$ cat src/rtl/id_pipe_skid_reg_pkg.sv
// rtl/id_pipe_skid_reg_pkg.sv - shared encodings and entry layout for the pipeline skid registers
package id_pipe_skid_reg_pkg;

  // Occupancy of a two-entry skid stage (main register plus skid register)
  localparam logic [1:0] ST_EMPTY = 2'd0;
  localparam logic [1:0] ST_ONE   = 2'd1;
  localparam logic [1:0] ST_FULL  = 2'd2;

  // Instruction word shown on the output while no live instruction is held
  localparam logic [31:0] BUBBLE_INST_DEFAULT = 32'h0000_0000;

  // Default field widths of a pipe entry, shared with the ID/EX and EX/MEM successors
  localparam int unsigned ENTRY_PC_W   = 32;
  localparam int unsigned ENTRY_INST_W = 32;

  typedef struct packed {
    logic [ENTRY_PC_W-1:0]   pc;
    logic [ENTRY_INST_W-1:0] inst;
  } pipe_entry_t;

endpackage

$ cat src/rtl/pipe_entry_reg.sv
// rtl/pipe_entry_reg.sv - one valid-tagged {pc, inst} register with load and clear
module pipe_entry_reg
  import id_pipe_skid_reg_pkg::*;
#(
  parameter int unsigned       PC_W        = 32,
  parameter int unsigned       INST_W      = 32,
  parameter logic [INST_W-1:0] BUBBLE_INST = INST_W'(BUBBLE_INST_DEFAULT)
) (
  input  logic              CLK,
  input  logic              RSTN,
  input  logic              load_i,
  input  logic              clear_i,
  input  logic [PC_W-1:0]   pc_i,
  input  logic [INST_W-1:0] inst_i,
  output logic              valid_o,
  output logic [PC_W-1:0]   pc_o,
  output logic [INST_W-1:0] inst_o
);

  logic              valid_q;
  logic [PC_W-1:0]   pc_q;
  logic [INST_W-1:0] inst_q;

  // Clear wins over load and always leaves a bubble, so an empty entry never shows stale data
  always_ff @(posedge CLK or negedge RSTN) begin
    if (!RSTN) begin
      valid_q <= 1'b0;
      pc_q    <= '0;
      inst_q  <= BUBBLE_INST;
    end else if (clear_i) begin
      valid_q <= 1'b0;
      pc_q    <= '0;
      inst_q  <= BUBBLE_INST;
    end else if (load_i) begin
      valid_q <= 1'b1;
      pc_q    <= pc_i;
      inst_q  <= inst_i;
    end
  end

  assign valid_o = valid_q;
  assign pc_o    = pc_q;
  assign inst_o  = inst_q;

endmodule

$ cat src/rtl/id_pipe_skid_reg.sv
// rtl/id_pipe_skid_reg.sv - IF/ID pipeline register with registered ready, skid entry and flush
module id_pipe_skid_reg
  import id_pipe_skid_reg_pkg::*;
#(
  parameter int unsigned       PC_W        = 32,
  parameter int unsigned       INST_W      = 32,
  parameter logic [INST_W-1:0] BUBBLE_INST = INST_W'(BUBBLE_INST_DEFAULT),
  parameter int unsigned       CNT_W       = 8
) (
  input  logic              CLK,
  input  logic              RSTN,
  input  logic              in_valid,
  input  logic [PC_W-1:0]   in_pc,
  input  logic [INST_W-1:0] in_inst,
  output logic              in_ready,
  input  logic              Branch_Sig,
  output logic              out_valid,
  output logic [PC_W-1:0]   out_pc,
  output logic [INST_W-1:0] out_inst,
  input  logic              out_ready,
  output logic [CNT_W-1:0]  flush_cnt
);

  logic [1:0]        state_q, state_d;
  logic              in_ready_q;
  logic [CNT_W-1:0]  flush_cnt_q;

  logic              accept, consume;
  logic              main_load, main_clear, main_from_skid;
  logic              skid_load, skid_clear;
  logic              main_valid, skid_valid;
  logic [PC_W-1:0]   main_pc, skid_pc, main_pc_in;
  logic [INST_W-1:0] main_inst, skid_inst, main_inst_in;

  assign accept  = in_valid & in_ready_q;
  assign consume = main_valid & out_ready;

  // Occupancy FSM: decides which entry loads or clears; a flush overrides everything
  always_comb begin
    state_d        = state_q;
    main_load      = 1'b0;
    main_clear     = 1'b0;
    main_from_skid = 1'b0;
    skid_load      = 1'b0;
    skid_clear     = 1'b0;
    if (Branch_Sig) begin
      state_d    = ST_EMPTY;
      main_clear = 1'b1;
      skid_clear = 1'b1;
    end else begin
      case (state_q)
        ST_EMPTY: begin
          if (accept) begin
            main_load = 1'b1;
            state_d   = ST_ONE;
          end
        end
        ST_ONE: begin
          if (consume && accept) begin
            main_load = 1'b1;
          end else if (consume) begin
            main_clear = 1'b1;
            state_d    = ST_EMPTY;
          end else if (accept) begin
            skid_load = 1'b1;
            state_d   = ST_FULL;
          end
        end
        ST_FULL: begin
          // in_ready is low here, so the only movement is skid draining into main
          if (consume && skid_valid) begin
            main_load      = 1'b1;
            main_from_skid = 1'b1;
            skid_clear     = 1'b1;
            state_d        = ST_ONE;
          end
        end
        default: begin
          state_d    = ST_EMPTY;
          main_clear = 1'b1;
          skid_clear = 1'b1;
        end
      endcase
    end
  end

  assign main_pc_in   = main_from_skid ? skid_pc   : in_pc;
  assign main_inst_in = main_from_skid ? skid_inst : in_inst;

  // State, registered ready and saturating flush counter
  always_ff @(posedge CLK or negedge RSTN) begin
    if (!RSTN) begin
      state_q     <= ST_EMPTY;
      in_ready_q  <= 1'b1;
      flush_cnt_q <= '0;
    end else begin
      state_q    <= state_d;
      in_ready_q <= (state_d != ST_FULL);
      if (Branch_Sig && (flush_cnt_q != {CNT_W{1'b1}})) begin
        flush_cnt_q <= flush_cnt_q + CNT_W'(1);
      end
    end
  end

  pipe_entry_reg #(
    .PC_W        (PC_W),
    .INST_W      (INST_W),
    .BUBBLE_INST (BUBBLE_INST)
  ) u_main (
    .CLK     (CLK),
    .RSTN    (RSTN),
    .load_i  (main_load),
    .clear_i (main_clear),
    .pc_i    (main_pc_in),
    .inst_i  (main_inst_in),
    .valid_o (main_valid),
    .pc_o    (main_pc),
    .inst_o  (main_inst)
  );

  pipe_entry_reg #(
    .PC_W        (PC_W),
    .INST_W      (INST_W),
    .BUBBLE_INST (BUBBLE_INST)
  ) u_skid (
    .CLK     (CLK),
    .RSTN    (RSTN),
    .load_i  (skid_load),
    .clear_i (skid_clear),
    .pc_i    (in_pc),
    .inst_i  (in_inst),
    .valid_o (skid_valid),
    .pc_o    (skid_pc),
    .inst_o  (skid_inst)
  );

  assign in_ready  = in_ready_q;
  assign out_valid = main_valid;
  assign out_pc    = main_pc;
  assign out_inst  = main_inst;
  assign flush_cnt = flush_cnt_q;

endmodule

$ cat config.mk
export PLATFORM = sky130hd
export DESIGN_NAME = id_pipe_skid_reg
export DESIGN_NICKNAME = d
export VERILOG_FILES = /design/src/rtl/id_pipe_skid_reg_pkg.sv /design/src/rtl/pipe_entry_reg.sv /design/src/rtl/id_pipe_skid_reg.sv
export SDC_FILE = /design/constraint.sdc
export NUM_CORES = 1
export LEC_CHECK = 0
export ABC_AREA = 1
export ABC_CLOCK_PERIOD_IN_PS = 3200
export CAP_MARGIN = 5
export CORE_UTILIZATION = 45
export CTS_CLUSTER_SIZE = 8
export DETAILED_ROUTE_END_ITERATION = 10
export HOLD_SLACK_MARGIN = 0.12
export PLACE_DENSITY = 0.69
export SYNTH_ARGS = -nofsm -noshare
export SYNTH_HDL_FRONTEND = slang
export SYNTH_HIERARCHICAL = 1
export SYNTH_SLANG_ARGS = --single-unit
$ cat constraint.sdc
create_clock -name CLK -period 3.2 [get_ports CLK]
set_input_delay 0.48 -clock CLK [delete_from_list [all_inputs] [get_ports CLK]]
set_output_delay 0.48 -clock CLK [all_outputs]
set_load 0.01 [all_outputs]
==> flow_metrics.tcl <==
set metrics [dict create \
    status "finished with violations" \
    violations "design-rule violations" \
    wl_per_cell_um 14.8 \
    synth-seq-cells 141 \
    critPathKind "in -> reg" \
    r2r_cells 7 \
    min_path_type "reg -> reg" \
    ant_nets 0 \
    endpoint "u_skid/pc_o[13]" \
    comb_power_share_pct 14.5 \
    die_w_um 125 \
    area_growth_syn_to_layout_pct 30.0 \
    grt_usage_pct 23.6 \
    synth_top_area_cell "dfrtp_1" \
    max_stage_delay_ns 0.69 \
    viasPerCell 5.16 \
    period_share_pct 66.1 \
    fin_nets 1065 \
    switching_share_pct 25.1 \
    drt_iter0_drc 462 \
    floorplan.core_area_um2 14700 \
    start_kind "primary input" \
    setup_viol 0 \
    end_kind "flip-flop" \
    multiInputGateArea_um2 2840 \
    seqPwrFrac_pct 42.2 \
    crit_path_top_delay_cell "clkdlybuf4s50_1" \
    syn_area_um2 6840 \
    cts_buffers 17 \
    synthCells 870 \
    slew_headroom_pct 56.5 \
    hold_buffers 1 \
    cts-root-buf "clkbuf_16" \
    cts_resized 0 \
    finalWeightedCongestion 0.832 \
    rsz0062_at_grt "no" \
    place_inst 1159 \
    power.switching_uw 1170 \
    die_h_um 125 \
    grt_max_degree 73 \
    syn_nets 940 \
    cp.arrival_ns 2.47 \
    power_density_nw_per_um2 525 \
    overflow 0 \
    nFillCells 1329 \
    max_cap_violations 0 \
    cts_setup_buffers 0 \
    cts_tree "built" \
    regToRegSetupSlack_ns 1.18 \
    antenna_found_initial 0 \
    cp-startpoint "Branch_Sig" \
    port_buffers 142 \
    antennaDiodeCount 0 \
    worstPathRequired_ns 3.56 \
    vias 6140 \
    drv_slew 0 \
    clock_power_share_pct 43.4 \
    ys_warn_count 6 \
    fin_cells 1191 \
    drive_gt1_share_pct 7.25 \
    min_period_ns 2.12 \
    p_leak_uw 0.00467 \
    routed_wl_mm 17.6 \
    final.setup.tns_ns 0 \
    cts_buffer_depth 2 \
    yosysSeqAreaShare_pct 51.6 \
    critPathMaxFanout 39 \
    io_pins 143 \
    avgSynthCellArea_um2 7.86 \
    register_area_um2 3530 \
    fmax_mhz 473 \
    synth_cell_types 21 \
    grt_pass1_wl_mm 29.3 \
    row_count 44 \
    cpMostUsedCell "nand2_1" \
    yosysTopAreaCellShare_pct 51.2 \
    firstDrtPassIters 8 \
    r2r_end "u_skid/inst_o[3]" \
    hold_violations 0 \
    drc 10 \
    die-area_um2 15700 \
    grt_pass1_vias 5677 \
    p_int_uw 3490 \
    path_clk_slew_ns 0.06 \
    hold_slack_ns 0.466 \
    max-vdd-ir-drop_v 0.000363 \
    fin_worst_skew_ns 0.00720 \
    path_cells "clkdlybuf4s50_1, a21oi_1, o21ai_0, nor2_4, buf_4, nand2_1, nand2_1" \
    reg2reg_from "in_ready" \
    ctsHtreeMaxLevel 4 \
    cts_sinks 141 \
    start_util_pct 46.5 \
    synth.area.top_cells "dfrtp_1 (51%), nand2_1 (23%), nand3_1 (14%)" \
    clkLatencyLatePin_ns 0.42 \
    dp_hpwl_mm 11.0 \
    tightest_slew_ns 0.653 \
]
-- kinds of logic (layout without fill, tap and decap cells) --
group           count (synthesis)  count (layout)  share of synthesized area [%]
simple gates                  645             645                           40.4
flops                         141             141                           51.6
buf+inv                        74             211                           6.99
compound gates                  6               6                          0.439
xor+xnor                        3               3                          0.384
fa+ha+maj                       1               1                          0.183
-- synthesized netlist by cell type (all sizes together) --
cell type and n:
o21ai 3, nand3 202, buf 58, xnor2 2, nand4 2, a21oi 3, clkbuf 1, xor2 1
nor2 17, inv 15, nand2 424, dfrtp 140, dfstp 1, ha 1
-- state kept, by name, indices dropped and copies added (netlist names) --
register        cells
u_main/valid_o      1
u_skid/pc_o        32
u_main/inst_o      32
u_skid/valid_o      1
flush_cnt           8
u_skid/inst_o      32
state_q             2
u_main/pc_o        32
in_ready            1
-- critical path: cells and delay by family --
family | cells | cell delay (ns)
buffers and inverters | 2 | 1.09
and+or+nand+nor | 3 | 0.35
AOI/OAI and AO/OA | 2 | 0.53
-- worst min path at each step --
stage | start | endpoint | slack (ns) | depth (start not counted)
3_5_place_dp | u_main/pc_o[26] | u_main/pc_o[26] | 0.46 | 2
3_3_place_gp | u_main/inst_o[1] | u_main/inst_o[1] | 0.45 | 2
4_1_cts | u_main/pc_o[26] | u_main/pc_o[26] | 0.47 | 2
6_report | u_main/inst_o[12] | u_main/inst_o[12] | 0.47 | 2
5_1_grt | u_skid/pc_o[2] | u_skid/pc_o[2] | 0.48 | 2
2_1_floorplan | RSTN | flush_cnt[0] | 0.18 | 0
-- routing by layer --
metal  share of wire [%]  GRT usage, %  routed length (um)  up-vias
li1                    -             -                   -     3024
met1                  47          32.8                8230     2871
met2                  46          36.6                8030      235
met3                 6.8          6.33                1200       10
met4                0.69          5.81                 121        0
met5                   0             0                   0        -
-- cell usage in the layout, fill, tap and decap left out, drive strengths merged --
cell           Yosys  layout
ha                 1       1
inv               15      15
dfrtp            140     140
clkdlybuf4s50      0     141
dfstp              1       1
buf               58      23
clkinv             0       4
dlygate4sd3        0       1
a21oi              3       3
xnor2              2       2
xor2               1       1
nand2            424     424
nand4              2       2
o21ai              3       3
bufinv             0       3
clkbuf             1      24
nor2              17      17
nand3            202     202
-- final cells by class --
class / instances / share of cell area, %
tap: 184 / 2.59
sequential: 141 / 39.7
inverter: 15 / 0.633
clock buffer: 24 / 5.53
timing repair buffer: 165 / 18.4
clock inverter: 7 / 1.24
multi-input combinational: 655 / 31.9
-- through the flow --
step / util, % / power (uW) / cell area [um^2] / worst slack [ns]
after floorplan: - / 2310 / 6840 / 1.46
after global placement: 56.3 / 2670 / 8280 / 0.711
after detailed placement: 56.3 / 2670 / 8280 / 0.674
after CTS: 60.5 / 4710 / 8890 / 1.11
after global routing: 60.5 / 4860 / 8890 / 0.880
final: 60.5 / 4660 / 8890 / 1.08
-- power groups by stage --
stage	Sequential (uW)	Clock [uW]	Combinational, uW
final	1970	2020	674
after global routing	1980	2140	740
after CTS	1970	2060	682
after detailed placement	2000	0	679
after global placement	2000	0	673
after floorplan	2020	0	292
(Power assumes the default switching activity.)
